File: config.mk
export PLATFORM = sky130hd
export DESIGN_NAME = button_event_decoder
export DESIGN_NICKNAME = d
export VERILOG_FILES = /design/src/rtl/sap_pkg.sv /design/src/rtl/button_event_decoder.sv
export SDC_FILE = /design/constraint.sdc
export NUM_CORES = 1
export LEC_CHECK = 0
export CORE_UTILIZATION = 25
export CTS_BUF_LIST = sky130_fd_sc_hd__clkbuf_16
export DETAILED_ROUTE_END_ITERATION = 12
export PLACE_DENSITY = 0.46
export SKIP_CTS_REPAIR_TIMING = 1
export SLEW_MARGIN = 20
export SYNTH_ARGS = -nofsm -noshare
export SYNTH_HDL_FRONTEND = slang
export SYNTH_SLANG_ARGS = --single-unit
File: constraint.sdc
create_clock -name clk -period 3.05 [get_ports clk]
set_input_delay 0.61 -clock clk [delete_from_list [all_inputs] [get_ports clk]]
set_output_delay 0.61 -clock clk [all_outputs]
set_load 0.005 [all_outputs]
File: src/rtl/sap_pkg.sv
// Shared SAP-1 front-panel definitions: button decoder state codes and
// default timing constants.
package sap_pkg;

    typedef enum logic [1:0] {
        ST_ARM     = 2'd0,
        ST_IDLE    = 2'd1,
        ST_PRESSED = 2'd2,
        ST_HELD    = 2'd3
    } btn_state_t;

    localparam int BTN_HOLD_CYCLES   = 12_000_000;
    localparam int BTN_REPEAT_CYCLES = 3_000_000;

    function automatic int btn_max(input int a, input int b);
        return (a > b) ? a : b;
    endfunction

endpackage

File: src/rtl/button_event_decoder.sv
// Turns a debounced active-low button level into press/release/hold/repeat
// strobes plus a registered "held" level.
module button_event_decoder
    import sap_pkg::*;
#(
    parameter int HOLD_CYCLES   = BTN_HOLD_CYCLES,
    parameter int REPEAT_CYCLES = BTN_REPEAT_CYCLES,
    parameter int REPEAT_EN     = 1
) (
    input  logic clk,
    input  logic rst,
    input  logic button_i,
    output logic press_o,
    output logic release_o,
    output logic hold_o,
    output logic repeat_o,
    output logic held_o
);

    localparam int MAX_CYCLES = btn_max(HOLD_CYCLES, REPEAT_CYCLES);
    localparam int CNT_W      = ($clog2(MAX_CYCLES) < 1) ? 1 : $clog2(MAX_CYCLES);

    localparam logic [CNT_W-1:0] HOLD_LAST   = CNT_W'(HOLD_CYCLES - 1);
    localparam logic [CNT_W-1:0] REPEAT_LAST = CNT_W'(REPEAT_CYCLES - 1);
    localparam logic [CNT_W-1:0] CNT_ONE     = CNT_W'(1);

    btn_state_t       r_state;
    logic [CNT_W-1:0] r_cnt;
    logic             r_press;
    logic             r_release;
    logic             r_hold;
    logic             r_repeat;
    logic             r_held;

    always_ff @(posedge clk) begin
        if (rst) begin
            r_state   <= ST_ARM;
            r_cnt     <= '0;
            r_press   <= 1'b0;
            r_release <= 1'b0;
            r_hold    <= 1'b0;
            r_repeat  <= 1'b0;
            r_held    <= 1'b0;
        end else begin
            r_press   <= 1'b0;
            r_release <= 1'b0;
            r_hold    <= 1'b0;
            r_repeat  <= 1'b0;

            case (r_state)
                // A button held through reset must be released before it counts.
                ST_ARM: begin
                    r_held <= 1'b0;
                    if (button_i) begin
                        r_state <= ST_IDLE;
                        r_cnt   <= '0;
                    end
                end

                ST_IDLE: begin
                    r_held <= 1'b0;
                    if (!button_i) begin
                        r_state <= ST_PRESSED;
                        r_cnt   <= '0;
                        r_press <= 1'b1;
                        r_held  <= 1'b1;
                    end
                end

                // Release is checked first so it wins over a terminal count.
                ST_PRESSED: begin
                    if (button_i) begin
                        r_state   <= ST_IDLE;
                        r_cnt     <= '0;
                        r_release <= 1'b1;
                        r_held    <= 1'b0;
                    end else if (r_cnt == HOLD_LAST) begin
                        r_state <= ST_HELD;
                        r_cnt   <= '0;
                        r_hold  <= 1'b1;
                        r_held  <= 1'b1;
                    end else begin
                        r_cnt  <= r_cnt + CNT_ONE;
                        r_held <= 1'b1;
                    end
                end

                ST_HELD: begin
                    if (button_i) begin
                        r_state   <= ST_IDLE;
                        r_cnt     <= '0;
                        r_release <= 1'b1;
                        r_held    <= 1'b0;
                    end else if (REPEAT_EN != 0 && r_cnt == REPEAT_LAST) begin
                        r_cnt    <= '0;
                        r_repeat <= 1'b1;
                        r_held   <= 1'b1;
                    end else begin
                        // With repeat disabled the count parks at its last value.
                        if (r_cnt != REPEAT_LAST) begin
                            r_cnt <= r_cnt + CNT_ONE;
                        end
                        r_held <= 1'b1;
                    end
                end

                default: begin
                    r_state <= ST_ARM;
                    r_cnt   <= '0;
                    r_held  <= 1'b0;
                end
            endcase
        end
    end

    assign press_o   = r_press;
    assign release_o = r_release;
    assign hold_o    = r_hold;
    assign repeat_o  = r_repeat;
    assign held_o    = r_held;

endmodule

==> impl_metrics.toml <==
[outcome]
status = "completed"

[critical_path]
critPathBufInv = 1
start_kind = "register"
r2r-end = "r_cnt[16]"
cp-end-kind = "register"
critPathSlowestCell = "or4_4"
required_ns = 3.20
rrSetupSlack_ns = 0.52
cp_cell_sequence = "or4_1 -> or4_4 -> o21ai_4 -> a21oi_2 -> buf_4 -> and3_1 -> a221o_1"
arrival_ns = 2.68
max_stage_delay_ns = 0.59
timing.rr.start = "r_cnt[10]"
crit_family = "simple AND/OR/NAND/NOR gates"
rr_worst_depth = 7
worstPathMaxFanout = 31
path_class = "reg -> reg"

[cells_and_area]
syn2layout_area_growth_pct = 16.09
utilization_pct = 29.89
nNetsFinal = 212
n_antenna_cell = 0
stdcell_count = 281
drive_above_1_share_pct = 7.353

[global_routing]
grt_busiest_layer = "met2"
use_met2_pct = 20.50
track_usage_pct = 12.58
grt.overflow.total = 0
grtUsageMet3_pct = 2.967
grt_max_degree = 32
grt_pass1_wl_um = 6327
gr-usage-met1_pct = 15.66
grt_pass1_vias = 1280
antenna_found_initial = 0

[yosys]
ys_seq_area_share_pct = 38.18
synthTopCellsByCount = "dfxtp_1, nand2_1, a21oi_1"
synth_edf_count = 0
netlist.area_leader.share_pct = 38.18
yosysTopAreaCell = "dfxtp_1"
syn-num-nets = 205
yosysWarnings = 0
synthCells = 196
synth_ff_type = "dfxtp_1"
synthArstFlopShare_pct = 0
netlist_area_sq_mm = 0.001625
synth_seq_cells = 31
synth_area_leaders = "dfxtp_1, nand2_1, a31oi_1, ha_1, a21oi_1"
synth_most_common_cell = "dfxtp_1"
synth.distinct_cells = 40
syn_avg_cell_area_sq_um = 8.292

[clocking]
clk_pin_slew_ns = 0.05
clockBufferDepth = 2
cts_tree = "built"
cts_max_level = 2
insertion_delay_ns = 0.27
cts_sinks = 31
cts-root-buf = "clkbuf_16"
tritoncts.num_buffers = 5

[route]
drtIter0Drc = 92
firstDrtPassIters = 4
wire_per_inst_um = 13.17
vias = 1427
finalWirelength_um = 3701
via_per_inst = 5.078
ant_nets = 0
drc = 0

[sta]
period_needed_ns = 2.529
worst_pin_slew_ns = 0.9340
skew_ns = 0.006647
tns_ns = 0
timing_hold_violations_final = 0
final_max_slew_viol_count = 0
finalCritPeriodShare_pct = 82.92
postLayoutSetupSlackWorst_ns = 0.5210
final-setup-viol-count = 0
relSlewSlack_pct = 37.73
rsz0062_at_grt = "no"
max_freq_mhz = 395.4

[power]
ir_worst_vdd_mv = 0.2831
p_total_mw = 1.101
power_frac_comb_pct = 18.5
seqPwrFrac_pct = 39.9
p_int_mw = 0.7955
p_leak_nw = 0.6537
power.density_mw_per_mm2 = 583.6
p_sw_share_pct = 27.76
power_switching_mw = 0.3057
pwr-share-clk_pct = 41.6

[floorplanning]
ios = 8
fp.coreArea_sq_mm = 0.006314
die_x_um = 82.63
dieHeight_um = 82.63
die_area_sq_mm = 0.006828
fp-row-count = 29
initial_core_util_pct = 25.74

[min_path]
whs_endpoint = "r_cnt[21]"
hold_start = "r_cnt[21]"
min_path_cells = 1
hold_class = "reg -> reg"

[placement]
dpl.hpwl_um = 2575
port_buffers = 7
dpl.cell_count = 273
dp_slack_ns = 0.4966
gp_congestion = 0.8002

[run]
drv_cap = 0
final cells by class:
class	instances	area, sq um
inverters	3	11.26
clock buffers	5	125.1
repair buffers	10	92.59
clock inverters	3	12.51
well taps	77	96.34
multi-input cells	152	928.4
fillers	696	4427
flip-flops and latches	31	620.6
cell usage in the layout, fill, tap and decap left out, types with 2 or more instances in the layout:
cell,count
dfxtp_1,31
nand2_1,23
a21oi_1,14
a31oi_1,13
nand3_1,12
nor2_1,9
nor3_1,9
o21ai_0,9
nand4_1,7
nand2b_1,7
clkdlybuf4s50_1,7
ha_1,6
inv_1,5
and3_1,5
clkbuf_16,5
a21o_1,4
or4_1,4
or3_1,3
a41oi_1,3
and2_1,3
buf_4,3
nand4b_1,2
and4_1,2
xor2_1,2
sequential cells by signal, summed over array words and instances, names as in the netlist:
register and flops:
held_o 1, hold_o 1, press_o 1, r_cnt 24
r_state 2, release_o 1, repeat_o 1
per-layer routing:
metal	part of all wire [%]	vias up	wire length, um
met5	0	-	0
met4	1.4	0	53
met3	4.1	4	153
met2	45	32	1662
met1	50	655	1832
li1	-	736	-
kinds of logic after synthesis:
family / share of synthesized area, %
buf+inv: 4.696
simple gates: 29.48
mux: 0.6159
fa+ha+maj: 4.619
compound gates: 20.79
xor+xnor: 1.617
flops: 38.18
power by group through the flow:
stage | Clock, mW | Combinational (mW) | Sequential (mW)
floorplan | 0 | 0.157 | 0.446
finish | 0.458 | 0.203 | 0.440
global placement | 0 | 0.205 | 0.449
detailed placement | 0 | 0.206 | 0.448
CTS | 0.473 | 0.208 | 0.440
global route | 0.492 | 0.237 | 0.442
metrics by stage:
stage / area (sq um) / hold slack (ns)
after floorplan: 1625 / 0.4470
after global placement: 1749 / 0.4993
after detailed placement: 1749 / 0.4985
after CTS: 1887 / 0.5045
after global routing: 1887 / 0.5473
final: 1887 / 0.5068
worst max-delay path by stage:
stage / to / start / cells after the start / slack, ns
3_3_place_gp: r_cnt[18] / button_i / 5 / 0.53
2_1_floorplan: r_cnt[16] / r_cnt[15] / 7 / 0.81
4_1_cts: r_cnt[16] / r_cnt[11] / 7 / 0.52
5_1_grt: r_cnt[16] / r_cnt[10] / 7 / 0.38
3_5_place_dp: r_cnt[18] / rst / 5 / 0.50
6_report: r_cnt[16] / r_cnt[10] / 7 / 0.52
Note: power is estimated with default switching activity, not from simulation.
